==> config.mk <==
export PLATFORM = sky130hd
export DESIGN_NAME = lcd_hd44780_ctrl
export DESIGN_NICKNAME = d
export VERILOG_FILES = /design/src/rtl/lcd_hd44780_ctrl.sv
export SDC_FILE = /design/constraint.sdc
export NUM_CORES = 1
export LEC_CHECK = 0
export BUFFER_PORTS_ARGS = -buffer_cell sky130_fd_sc_hd__buf_2
export CAP_MARGIN = 20
export CORE_MARGIN = 2
export CORE_UTILIZATION = 60
export CTS_CLUSTER_SIZE = 14
export DETAILED_ROUTE_END_ITERATION = 12
export PLACE_DENSITY = 0.8
export SYNTH_ARGS = -nofsm -noshare
export SYNTH_HDL_FRONTEND = slang
export SYNTH_SLANG_ARGS = --single-unit
export TNS_END_PERCENT = 10
==> constraint.sdc <==
create_clock -name clk -period 2.4 [get_ports clk]
set_input_delay 0.48 -clock clk [delete_from_list [all_inputs] [get_ports clk]]
set_output_delay 0.48 -clock clk [all_outputs]
set_load 0.005 [all_outputs]
==> src/rtl/lcd_hd44780_ctrl.sv <==
// lcd_hd44780_ctrl
//   Write-only sequencer for an HD44780 16x2 character LCD on an 8-bit bus.
//   After reset it idles for the power-up delay and then plays the init ROM.
//   After that it takes command/data bytes over a valid/ready handshake and
//   produces the RS/E/DB timing plus the post-write execution delay.
//
// Ports
//   clk        system clock
//   reset      asynchronous, active-high reset
//   in_valid   requester has a byte
//   in_ready   byte is accepted on an edge where in_valid & in_ready
//   in_rs      0 = command, 1 = character data
//   in_data    byte to write
//   init_done  init sequence finished (held until the next reset)
//   busy       ~in_ready
//   lcd_on     LCD power enable
//   lcd_blon   backlight enable
//   lcd_en     HD44780 E strobe
//   lcd_rw     always 0 (no busy-flag reads)
//   lcd_rs     HD44780 RS
//   lcd_data   HD44780 DB7..DB0
//
// state     | meaning
// ----------+------------------------------------------------------------
// PWRUP     | power-up delay after reset, counts up to PWRUP_CYC
// SETUP     | RS/DB driven, E low
// EN_HI     | E high
// HOLD      | E low again, RS/DB held
// WAIT      | LCD execution delay
// INIT_NEXT | step to the next init ROM entry
// IDLE      | ready for a requester byte
module lcd_hd44780_ctrl #(
  parameter int PWRUP_CYC    = 750000,
  parameter int CMD_WAIT_CYC = 2000,
  parameter int CLR_WAIT_CYC = 82000,
  parameter int EN_SETUP_CYC = 3,
  parameter int EN_HIGH_CYC  = 12,
  parameter int EN_HOLD_CYC  = 2
) (
  input  logic       clk,
  input  logic       reset,
  input  logic       in_valid,
  output logic       in_ready,
  input  logic       in_rs,
  input  logic [7:0] in_data,
  output logic       init_done,
  output logic       busy,
  output logic       lcd_on,
  output logic       lcd_blon,
  output logic       lcd_en,
  output logic       lcd_rw,
  output logic       lcd_rs,
  output logic [7:0] lcd_data
);

  function automatic int max2(input int a, input int b);
    return (a > b) ? a : b;
  endfunction

  localparam int MAX_P = max2(max2(max2(PWRUP_CYC, CLR_WAIT_CYC), max2(CMD_WAIT_CYC, EN_SETUP_CYC)),
                              max2(EN_HIGH_CYC, EN_HOLD_CYC));
  localparam int CW = $clog2(MAX_P + 1);

  typedef logic [CW-1:0] cnt_t;

  localparam cnt_t PWRUP_LAST = cnt_t'(PWRUP_CYC - 1);
  localparam cnt_t SETUP_LAST = cnt_t'(EN_SETUP_CYC - 1);
  localparam cnt_t HIGH_LAST  = cnt_t'(EN_HIGH_CYC - 1);
  localparam cnt_t HOLD_LAST  = cnt_t'(EN_HOLD_CYC - 1);

  typedef enum logic [2:0] {
    S_PWRUP, S_SETUP, S_EN_HI, S_HOLD, S_WAIT, S_INIT_NEXT, S_IDLE
  } state_t;

  function automatic logic [7:0] init_rom(input logic [2:0] idx);
    case (idx)
      3'd0, 3'd1, 3'd2: return 8'h38;
      3'd3:             return 8'h0C;
      3'd4:             return 8'h01;
      default:          return 8'h06;
    endcase
  endfunction

  state_t     state;
  cnt_t       cnt;
  logic [2:0] init_idx;

  // Clear (0x01) and home (0x02/0x03) need the long execution delay.
  logic slow_cmd;
  cnt_t wait_cyc;
  cnt_t wait_m2;
  logic wait_is_one;
  logic last_init;

  assign slow_cmd    = ~lcd_rs & ((lcd_data[7:1] == 7'b0000000) | (lcd_data[7:1] == 7'b0000001));
  assign wait_cyc    = slow_cmd ? cnt_t'(CLR_WAIT_CYC) : cnt_t'(CMD_WAIT_CYC);
  assign wait_m2     = wait_cyc - cnt_t'(2);
  assign wait_is_one = (wait_cyc == cnt_t'(1));
  assign last_init   = (init_idx == 3'd5);

  assign busy   = ~in_ready;
  assign lcd_rw = 1'b0;

  // The clock spent in INIT_NEXT or IDLE is the final clock of the wait, so
  // WAIT itself lasts one clock less than the wait count. This makes the
  // accept-to-next-accept period exactly setup+high+hold+wait.
  always_ff @(posedge clk or posedge reset) begin
    if (reset) begin
      state     <= S_PWRUP;
      cnt       <= '0;
      init_idx  <= 3'd0;
      lcd_en    <= 1'b0;
      lcd_rs    <= 1'b0;
      lcd_data  <= 8'h00;
      lcd_on    <= 1'b0;
      lcd_blon  <= 1'b0;
      in_ready  <= 1'b0;
      init_done <= 1'b0;
    end else begin
      lcd_on   <= 1'b1;
      lcd_blon <= 1'b1;
      case (state)
        S_PWRUP: begin
          if (cnt == PWRUP_LAST) begin
            state    <= S_SETUP;
            cnt      <= SETUP_LAST;
            lcd_rs   <= 1'b0;
            lcd_data <= init_rom(3'd0);
          end else begin
            cnt <= cnt + cnt_t'(1);
          end
        end
        S_SETUP: begin
          if (cnt == '0) begin
            state  <= S_EN_HI;
            cnt    <= HIGH_LAST;
            lcd_en <= 1'b1;
          end else begin
            cnt <= cnt - cnt_t'(1);
          end
        end
        S_EN_HI: begin
          if (cnt == '0) begin
            state  <= S_HOLD;
            cnt    <= HOLD_LAST;
            lcd_en <= 1'b0;
          end else begin
            cnt <= cnt - cnt_t'(1);
          end
        end
        S_HOLD: begin
          if (cnt == '0) begin
            if (wait_is_one) begin
              if (!init_done && !last_init) begin
                state <= S_INIT_NEXT;
              end else begin
                state     <= S_IDLE;
                in_ready  <= 1'b1;
                init_done <= 1'b1;
              end
            end else begin
              state <= S_WAIT;
              cnt   <= wait_m2;
            end
          end else begin
            cnt <= cnt - cnt_t'(1);
          end
        end
        S_WAIT: begin
          if (cnt == '0) begin
            if (!init_done && !last_init) begin
              state <= S_INIT_NEXT;
            end else begin
              state     <= S_IDLE;
              in_ready  <= 1'b1;
              init_done <= 1'b1;
            end
          end else begin
            cnt <= cnt - cnt_t'(1);
          end
        end
        S_INIT_NEXT: begin
          init_idx <= init_idx + 3'd1;
          lcd_rs   <= 1'b0;
          lcd_data <= init_rom(init_idx + 3'd1);
          state    <= S_SETUP;
          cnt      <= SETUP_LAST;
        end
        S_IDLE: begin
          if (in_valid && in_ready) begin
            lcd_rs   <= in_rs;
            lcd_data <= in_data;
            in_ready <= 1'b0;
            state    <= S_SETUP;
            cnt      <= SETUP_LAST;
          end
        end
        default: begin
          state <= S_PWRUP;
          cnt   <= '0;
        end
      endcase
    end
  end

endmodule
==> reports/metrics.cfg <==
[timing]
skew_ns=0.00865
hold_viol=0
fin_ws_ns=0.141
fin_crit_ns=2.26
setup_viol=0
fmax_mhz=443
slew_headroom_pct=47.6
fin_crit_sh_pct=94.1
whs_ns=0.287
worst_pin_slew_ns=0.780
grt_setup_unrepaired=true
finalMaxSlewViolations=0

[cells_and_area]
multi_input_area_mm2=0.00189
final_common_cell=dfrtp_1
nets=439
antennaDiodeCount=0
area.sequential_um2=976
drive_above_1_share_pct=19.0
area_growth_pct=12.7
final_cell_mix=dfrtp_1, nand2_1, nor2_1
fillCellCount=412
fin_area_mm2=0.00344

[worst_setup_path]
path_class=reg2reg
critPathMaxFanout=8
reg2reg_slack_ns=0.14
rr_startpoint=cnt[1]
ff2ff_path_depth=9
timing.critical_path.to_type=flip-flop
r2r-end=cnt[19]
start_kind=flip-flop
required_ns=2.63
worst_ep_arrival_time_ns=2.49

[clocking]
clock_latency_ns=0.31
cts_inserted_buffers=5
cts_buffer_depth=2
postCtsHoldBufs=0
clock_sinks=39
cts_post_setup_buffers_inserted=0
cts_tree=built
clk_pin_slew_worst_paths_ns=0.08
clock-root-buffer=clkbuf_8
cts_max_level=2

[power_and_ir_drop]
p_leak_nw=1.51
power.density_mw_per_mm2=330
ir_worst_vdd_mv=0.247

[floorplanning]
core_mm2=0.00482
io_pins=28
initial_core_util_pct=63.4
rows=25
dieArea_mm2=0.00568
die_height_um=75.4
die_w_um=75.4

[detailed_routing]
firstDrtPassIters=5
vias=3158
drt_iter0_drc=349
ant_nets=0
via_per_inst=6.48
wirelength_mm=8.32
drcViolationCount=0
wl_per_cell_um=17.1

[grt]
grt_overflow_total=0
grt_pass1_vias=2875
grt_max_degree=40
grt_first_pass_wirelength_mm=13.7
antenna_found_initial=0
grt_use_total_pct=31.5

[yosys]
syn_nets=405
synth_cells=385
synth_area_mm2=0.00306
ys_types=62
syn_avg_cell_area_um2=7.94
synth_warnings=0
ys_async_sr_fraction_pct=100
ys_seq_area_share_pct=31.9
synth_seq_cells=39
ys.flop_type=dfrtp_1
synth-edff-count=0

[placement]
place_hpwl_mm=5.98
post-place-ws_ns=-0.0133
io_buffers=26
place_area_mm2=0.00333
gp_congestion=0.996

[run]
maxCapViolations=0

[min_path]
worstHoldPathType=in2async

[status]
outcome=completed

==> where the power goes <==
group          internal, mW  switching (mW)  total [mW]  leakage (nW)
sequential            0.657        0.000276       0.658         0.465
clock                 0.203           0.249       0.452        0.0412
combinational       0.00881          0.0173      0.0261          1.00
total                 0.869           0.267        1.14          1.51
==> metal layers <==
metal  part of all wire, %  vias to the layer above  GRT usage (%)  routed length, um
met5                     0                        -              0                  0
met4                   2.2                        0           11.3                184
met3                   9.0                       27           5.29                748
met2                    46                      176           50.8               3850
met1                    42                     1480           42.9               3530
li1                      -                     1475              -                  -
==> cell families after synthesis <==
family,after synthesis,share of synthesized area [%]
adder cells (fa/ha/maj),9,3.60
AO/OA/AOI/OAI,121,26.0
AND/OR/NAND/NOR,154,26.8
XOR/XNOR,14,4.01
buffers and inverters,45,7.13
multiplexers,1,0.328
other,2,0.246
flip-flops,39,31.9
==> layout make-up <==
cell class / count / area share (%)
Clock buffer: 6 / 2.11
Clock inverter: 2 / 0.363
Inverter: 17 / 1.85
Multi-Input combinational cell: 301 / 54.8
Sequential cell: 39 / 28.3
Tap cell: 67 / 2.43
Timing Repair Buffer: 55 / 10.1
==> worst max-delay path by stage <==
stage                     endpoint  cells past startpoint     from  slack [ns]
after floorplan             cnt[3]                     10   cnt[0]        0.32
after global placement     cnt[12]                      6  cnt[13]        0.04
after detailed placement   cnt[12]                      6  cnt[13]       -0.01
after CTS                   cnt[0]                      6  cnt[13]        0.04
after global routing       cnt[14]                      9   cnt[1]      -0.005
final                      cnt[19]                      9   cnt[1]        0.14
==> critical path, cell delays in order, from the launching register on <==
cell,delay (ns)
dfrtp_1,0.35
inv_1,0.07
ha_1,0.20
nor2b_1,0.16
nand4_4,0.15
nor2_1,0.08
buf_4,0.18
a21boi_0,0.64
o21ai_0,0.21
mux2i_1,0.16
==> synthesized netlist by cell type, types with 2 or more instances <==
| cell type | n | area, um^2 |
|---|---|---|
| clkbuf_1 | 10 | 37.5 |
| o21ai_1 | 4 | 20.0 |
| or3_1 | 2 | 12.5 |
| nor3_2 | 3 | 30.0 |
| o221ai_1 | 3 | 26.3 |
| inv_1 | 17 | 63.8 |
| o32ai_1 | 2 | 17.5 |
| ha_1 | 8 | 100 |
| nor4_1 | 6 | 37.5 |
| or2_2 | 2 | 12.5 |
| o21ai_2 | 3 | 26.3 |
| a21oi_1 | 24 | 120 |
| and4_1 | 4 | 35.0 |
| xor2_1 | 6 | 52.6 |
| and2_1 | 4 | 25.0 |
| nor2_1 | 34 | 128 |
| nor2b_1 | 3 | 18.8 |
| a211o_1 | 3 | 26.3 |
| a21boi_0 | 2 | 15.0 |
| buf_2 | 12 | 60.1 |
| o211ai_1 | 4 | 30.0 |
| nand4_1 | 9 | 56.3 |
| nor3b_1 | 2 | 15.0 |
| a211oi_1 | 3 | 22.5 |
| a22oi_1 | 3 | 22.5 |
| nand3_1 | 12 | 60.1 |
| a31oi_1 | 7 | 43.8 |
| and3_1 | 4 | 25.0 |
| o21ai_0 | 30 | 150 |
| xnor2_1 | 8 | 70.1 |
| o22a_1 | 2 | 17.5 |
| nor4bb_1 | 2 | 20.0 |
| o31ai_1 | 4 | 30.0 |
| a32oi_1 | 4 | 35.0 |
| conb_1 | 2 | 7.51 |
| a21o_1 | 4 | 30.0 |
| buf_4 | 3 | 22.5 |
| dfrtp_1 | 39 | 976 |
| o22ai_1 | 8 | 50.1 |
| nand2_1 | 38 | 143 |
| buf_6 | 3 | 33.8 |
| nor3_1 | 22 | 110 |
==> stage by stage <==
stage | utilization (%) | TNS, ns | total power [mW] | std cells
4_1_cts | 71.1 | 0 | 1.14 | 487
6_report | 71.5 | 0 | 1.14 | 487
3_5_place_dp | 69.2 | -0.0133 | 0.698 | 479
2_1_floorplan | - | 0 | 0.684 | 385
5_1_grt | 71.5 | -0.00494 | 1.16 | 487
3_3_place_gp | 69.2 | 0 | 0.698 | 479
==> sequential cells by signal (all words and copies together) (netlist names) <==
name / flops
init_idx: 3
lcd_en: 1
init_done: 1
cnt: 20
lcd_blon: 1
lcd_data: 8
in_ready: 1
lcd_rs: 1
state: 3
==> what timing repair did <==
item,4_1_cts,5_1_grt
resized for setup,2,5
endpoints found under the setup margin,8,25
cloned,0,0
No activity file was read; power rests on OpenSTA's default activity.
